--- config.mk ---
export PLATFORM = sky130hd
export DESIGN_NAME = alu_arbiter
export DESIGN_NICKNAME = d
export VERILOG_FILES = /design/src/rtl/alu_arbiter_pkg.sv /design/src/rtl/alu_arbiter_rr_arbiter.sv /design/src/rtl/alu_arbiter.sv
export SDC_FILE = /design/constraint.sdc
export NUM_CORES = 1
export LEC_CHECK = 0
export BUFFER_PORTS_ARGS = -buffer_cell sky130_fd_sc_hd__buf_2
export CAP_MARGIN = 40
export CORE_AREA = 2 2 110 112
export DETAILED_ROUTE_END_ITERATION = 10
export DIE_AREA = 0 0 112 114
export PLACE_DENSITY = 0.75
export SYNTH_ARGS = -nofsm -noshare
export SYNTH_HDL_FRONTEND = slang
export SYNTH_SLANG_ARGS = --single-unit
export TNS_END_PERCENT = 10
--- constraint.sdc ---
create_clock -name clk -period 2.8 [get_ports clk]
set_input_delay 0.84 -clock clk [delete_from_list [all_inputs] [get_ports clk]]
set_output_delay 0.84 -clock clk [all_outputs]
set_load 0.05 [all_outputs]
--- src/rtl/alu_arbiter_pkg.sv ---
// Shared types and constants for the ALU arbiter: funct encoding, funct width and
// arbiter FSM state encodings.
package alu_arbiter_pkg;

  localparam int ALU_FUNCT_WIDTH = 4;

  localparam logic [ALU_FUNCT_WIDTH-1:0] ALU_ADD = 4'd0;
  localparam logic [ALU_FUNCT_WIDTH-1:0] ALU_SUB = 4'd1;
  localparam logic [ALU_FUNCT_WIDTH-1:0] ALU_AND = 4'd2;
  localparam logic [ALU_FUNCT_WIDTH-1:0] ALU_OR  = 4'd3;
  localparam logic [ALU_FUNCT_WIDTH-1:0] ALU_XOR = 4'd4;

  typedef enum logic [1:0] {
    ALU_ARB_IDLE = 2'd0,
    ALU_ARB_EXEC = 2'd1,
    ALU_ARB_RESP = 2'd2
  } arb_state_e;

  // Round-robin successor of a requester index, wrapping at nreq.
  function automatic int rr_next(input int idx, input int nreq);
    if (idx >= nreq - 1) begin
      return 0;
    end else begin
      return idx + 1;
    end
  endfunction

endpackage

--- src/rtl/alu_arbiter_rr_arbiter.sv ---
// Reusable round-robin selector: picks the first asserted request at or after the
// pointer, wrapping modulo NREQ. Produces a one-hot grant and its encoded index.
module alu_rr_arbiter #(
  parameter int NREQ = 2,
  parameter int IDW  = 1
) (
  input  logic [NREQ-1:0] i_req,
  input  logic [IDW-1:0]  i_ptr,
  output logic [NREQ-1:0] o_grant,
  output logic [IDW-1:0]  o_idx,
  output logic            o_any
);

  logic [NREQ-1:0] w_grant;
  logic [IDW-1:0]  w_idx;
  logic [IDW-1:0]  w_pos;
  logic            w_found;
  int              w_sum;

  // Scan requesters in priority order starting from the pointer.
  always_comb begin
    w_grant = {NREQ{1'b0}};
    w_idx   = {IDW{1'b0}};
    w_pos   = {IDW{1'b0}};
    w_found = 1'b0;
    w_sum   = 0;
    for (int k = 0; k < NREQ; k++) begin
      w_sum = int'(i_ptr) + k;
      if (w_sum >= NREQ) begin
        w_sum = w_sum - NREQ;
      end else begin
        w_sum = w_sum;
      end
      w_pos = IDW'(w_sum);
      if (!w_found && i_req[w_pos]) begin
        w_found        = 1'b1;
        w_grant[w_pos] = 1'b1;
        w_idx          = w_pos;
      end else begin
        w_found = w_found;
      end
    end
  end

  assign o_grant = w_grant;
  assign o_idx   = w_idx;
  assign o_any   = w_found;

endmodule

--- src/rtl/alu_arbiter.sv ---
// Shares one combinational ALU between NREQ requesters: round-robin accept,
// registered ALU operands, one-cycle execute, registered response with backpressure.
module alu_arbiter
  import alu_arbiter_pkg::*;
#(
  parameter int N    = 32,
  parameter int NREQ = 2,
  parameter int IDW  = 1
) (
  input  logic                            clk,
  input  logic                            rst_n,
  input  logic [NREQ-1:0]                 req_valid,
  output logic [NREQ-1:0]                 req_ready,
  input  logic [NREQ*N-1:0]               req_x,
  input  logic [NREQ*N-1:0]               req_y,
  input  logic [NREQ*ALU_FUNCT_WIDTH-1:0] req_funct,
  output logic [N-1:0]                    alu_x,
  output logic [N-1:0]                    alu_y,
  output logic [ALU_FUNCT_WIDTH-1:0]      alu_funct,
  input  logic [N-1:0]                    alu_z,
  input  logic                            alu_equal,
  input  logic                            alu_zero,
  input  logic                            alu_overflow,
  output logic                            resp_valid,
  input  logic                            resp_ready,
  output logic [IDW-1:0]                  resp_id,
  output logic [N-1:0]                    resp_z,
  output logic                            resp_equal,
  output logic                            resp_zero,
  output logic                            resp_overflow
);

  arb_state_e                 r_state;
  logic [IDW-1:0]             r_ptr;
  logic [IDW-1:0]             r_id;
  logic [N-1:0]               r_alu_x;
  logic [N-1:0]               r_alu_y;
  logic [ALU_FUNCT_WIDTH-1:0] r_alu_funct;
  logic                       r_resp_valid;
  logic [IDW-1:0]             r_resp_id;
  logic [N-1:0]               r_resp_z;
  logic                       r_resp_equal;
  logic                       r_resp_zero;
  logic                       r_resp_overflow;

  logic                       w_idle;
  logic [NREQ-1:0]            w_req_gated;
  logic [NREQ-1:0]            w_grant;
  logic [IDW-1:0]             w_idx;
  logic                       w_any;
  logic [IDW-1:0]             w_ptr_nxt;
  logic [N-1:0]               w_x_arr [NREQ];
  logic [N-1:0]               w_y_arr [NREQ];
  logic [ALU_FUNCT_WIDTH-1:0] w_f_arr [NREQ];

  for (genvar gi = 0; gi < NREQ; gi++) begin : g_slice
    assign w_x_arr[gi] = req_x[gi*N +: N];
    assign w_y_arr[gi] = req_y[gi*N +: N];
    assign w_f_arr[gi] = req_funct[gi*ALU_FUNCT_WIDTH +: ALU_FUNCT_WIDTH];
  end

  assign w_idle      = (r_state == ALU_ARB_IDLE);
  assign w_req_gated = req_valid & {NREQ{w_idle}};
  assign w_ptr_nxt   = IDW'(rr_next(int'(w_idx), NREQ));

  alu_rr_arbiter #(
    .NREQ (NREQ),
    .IDW  (IDW)
  ) u_rr (
    .i_req   (w_req_gated),
    .i_ptr   (r_ptr),
    .o_grant (w_grant),
    .o_idx   (w_idx),
    .o_any   (w_any)
  );

  // Ready must read zero while reset is held even though the FSM sits in IDLE.
  assign req_ready = w_grant & {NREQ{rst_n}};

  // Arbiter FSM: accept in IDLE, settle ALU in EXEC, hold response in RESP.
  always_ff @(posedge clk or negedge rst_n) begin
    if (!rst_n) begin
      r_state         <= ALU_ARB_IDLE;
      r_ptr           <= {IDW{1'b0}};
      r_id            <= {IDW{1'b0}};
      r_alu_x         <= {N{1'b0}};
      r_alu_y         <= {N{1'b0}};
      r_alu_funct     <= {ALU_FUNCT_WIDTH{1'b0}};
      r_resp_valid    <= 1'b0;
      r_resp_id       <= {IDW{1'b0}};
      r_resp_z        <= {N{1'b0}};
      r_resp_equal    <= 1'b0;
      r_resp_zero     <= 1'b0;
      r_resp_overflow <= 1'b0;
    end else begin
      case (r_state)
        ALU_ARB_IDLE: begin
          if (w_any) begin
            r_alu_x     <= w_x_arr[w_idx];
            r_alu_y     <= w_y_arr[w_idx];
            r_alu_funct <= w_f_arr[w_idx];
            r_id        <= w_idx;
            r_ptr       <= w_ptr_nxt;
            r_state     <= ALU_ARB_EXEC;
          end else begin
            r_state <= ALU_ARB_IDLE;
          end
        end
        ALU_ARB_EXEC: begin
          r_resp_z        <= alu_z;
          r_resp_equal    <= alu_equal;
          r_resp_zero     <= alu_zero;
          r_resp_overflow <= alu_overflow;
          r_resp_id       <= r_id;
          r_resp_valid    <= 1'b1;
          r_state         <= ALU_ARB_RESP;
        end
        ALU_ARB_RESP: begin
          // No accept here: IDLE is always revisited before the next grant.
          if (resp_ready) begin
            r_resp_valid <= 1'b0;
            r_state      <= ALU_ARB_IDLE;
          end else begin
            r_state <= ALU_ARB_RESP;
          end
        end
        default: begin
          r_resp_valid <= 1'b0;
          r_state      <= ALU_ARB_IDLE;
        end
      endcase
    end
  end

  assign alu_x         = r_alu_x;
  assign alu_y         = r_alu_y;
  assign alu_funct     = r_alu_funct;
  assign resp_valid    = r_resp_valid;
  assign resp_id       = r_resp_id;
  assign resp_z        = r_resp_z;
  assign resp_equal    = r_resp_equal;
  assign resp_zero     = r_resp_zero;
  assign resp_overflow = r_resp_overflow;

endmodule

==> summary.txt <==
Final Wtd Congestion = 0.8356
commonest non-fill, non-tap cell in the layout = buf_2
Async SR Flop Fraction = 1.000
Ys Warns = 0
hold-fix buffer count after cts = 0
Final Util = 0.5526
initial antenna violation count = 0
synthesized area = 0.004609 mm2
Initial Utilization = 0.3936
Worst Reg-to-Reg Cells = 4
die area = 0.01277 mm2
Achievable Freq = 388.1 MHz
synthesized flop and latch total = 109
status = finished clean
pwr/cell area = 1537 mW/mm2
Max Cap Viol = 0
R2R Path Start = r_state[1]
Post-synth EDFFs = 0
first-pass GRT wire length = 19,690 um
most used flip-flop cell after synthesis = dfrtp_1
CTS Buffer Depth = 2
post-synthesis sequential area ratio = 0.5917
slew margin rel. = 0.4839
startpoint types = register
htree depth = 3
final hold vios = 0
design area = 0.006471 mm2
slew at the pin with the worst max-slew slack = 0.7741 ns
post-CTS resize count = 0
reg-to-reg slack, setup = 0.80 ns
wire length per cell = 17.17 um
worst hold path class = in -> async
Tmin final = 2.577 ns
clock sink count = 109
worst skew pair latency = 0.34 ns
DRC viols = 0
largest net degree at the start of global routing = 71
Syn Area/Cell = 13.76 um2
total CTS buffers = 9
area grow syn2layout = 40.39%
drt pass-1 iters = 5
final setup vio count = 0
DR vias = 3,975
vias per std cell = 5.279
Yosys cell types = 18
crit end category = primary output
setup bufs post-CTS = 0
pins over their slew limit = 0
CP required = 1.96 ns
Core Rows = 40
CP max FO = 5
antenna-violating nets left = 0
commonest non-fill, non-tap cells in the layout = buf_2 (281), dfrtp_1 (109), o21a_1 (70), a221o_1 (68), mux2_2 (36)
total wire length = 12,930 um
CTS tree = done
Root Buffer = clkbuf_16
Tcrit/Tclk final = 0.9203
fin nets = 776
area post-placement = 0.006125 mm2
Post-Syn Instances = 335
Core Box Area = 0.01171 mm2
dpl hpwl = 9314 um
Reg clk slew, reported paths = 0.07 ns
number of global-route vias before repair = 3,944
TNS Setup = 0 ns
worst vdd ir = 0.8409 mV
RSZ-0062 raised after global routing = no
net count after synthesis = 511
io pins = 283
GRT Util Overall = 0.1938
Die Wd = 112 um
Setup Skew = 0.007261 ns
GR Overflow Total = 0
reg-to-reg endpoint = alu_y[25]
static leakage = 0.003260 uW
Overall Power = 9946 uW
CP Data Arrival Time = 1.74 ns
# port buffers = 282
First DRT Iteration DRCs = 208
Crit Path Category = reg -> out
layout cells sized above 1 = 0.5719
die height = 114 um
state kept, by name (all words and copies together) (netlist names):
signal / cells
alu_funct: 4
alu_x: 32
alu_y: 32
r_id: 1
r_ptr: 1
r_state: 2
resp_equal: 1
resp_id: 1
resp_overflow: 1
resp_valid: 1
resp_z: 32
resp_zero: 1
cells in the mapped netlist, types with 2 or more instances:
library cell / n / area share
a221o_1: 68 / 0.15
and2_1: 2 / 0.0027
buf_2: 18 / 0.020
buf_6: 3 / 0.0073
clkbuf_1: 14 / 0.011
dfrtp_1: 109 / 0.59
mux2_2: 36 / 0.088
nand2_1: 2 / 0.0016
nor2_1: 4 / 0.0033
o21a_1: 70 / 0.11
o21ai_0: 2 / 0.0022
worst max-delay path by stage:
| stage | from | to | cells after the start |
|---|---|---|---|
| floorplan | req_valid[1] | req_ready[0] | 6 |
| global placement | req_valid[0] | req_ready[1] | 5 |
| detailed placement | req_valid[1] | req_ready[0] | 5 |
| CTS | r_state[1] | req_ready[1] | 4 |
| global route | r_state[1] | req_ready[1] | 4 |
| finish | r_state[1] | req_ready[1] | 4 |
where the power goes:
group	switching, uW	internal, uW	leakage (uW)
registers	406	2360	0.00132
logic	4000	1760	0.00177
clock network	555	862	0.000169
total	4960	4990	0.00326
per-stage QoR:
| stage | hold slack [ns] | cells | worst slack [ns] |
|---|---|---|---|
| after floorplan | 0.4585 | 335 | 0.1231 |
| after global placement | 0.4592 | 736 | 0.3604 |
| after detailed placement | 0.4860 | 736 | 0.3520 |
| after CTS | 0.2751 | 752 | 0.2121 |
| after global routing | 0.2743 | 752 | 0.1076 |
| final | 0.2892 | 753 | 0.2233 |
final cells by class:
cell class              instances  area [um2]
repair buffers                289        1491
multi-input cells             191        1722
diodes                          1       2.502
clock inverters                 4       77.57
clock buffers                  12       266.5
fillers                      1019        5240
well taps                     147       183.9
flip-flops and latches        109        2728
metal layers:
| metal | part of all wire | track usage | up-vias |
|---|---|---|---|
| met5 | 0 | 0 | - |
| met4 | 0.021 | 0.06748 | 0 |
| met3 | 0.080 | 0.04942 | 28 |
| met2 | 0.50 | 0.3394 | 207 |
| met1 | 0.40 | 0.2342 | 1890 |
| li1 | - | - | 1850 |
logic make-up (layout without fill, tap and decap cells):
kind of cell,after synthesis,after routing,share of synthesized area
AO/OA/AOI/OAI,141,141,0.2655
buffers and inverters,35,305,0.03827
flip-flops,109,109,0.5917
multiplexers,36,36,0.08795
other,0,1,0
AND/OR/NAND/NOR,14,14,0.01656
critical path: stages, from the launching register on:
cell and delay [ns]:
dfrtp_1 0.44, nor2_1 0.32, and3_2 0.26, and2_1 0.12, buf_2 0.26
No activity file was read; power rests on OpenSTA's default activity.
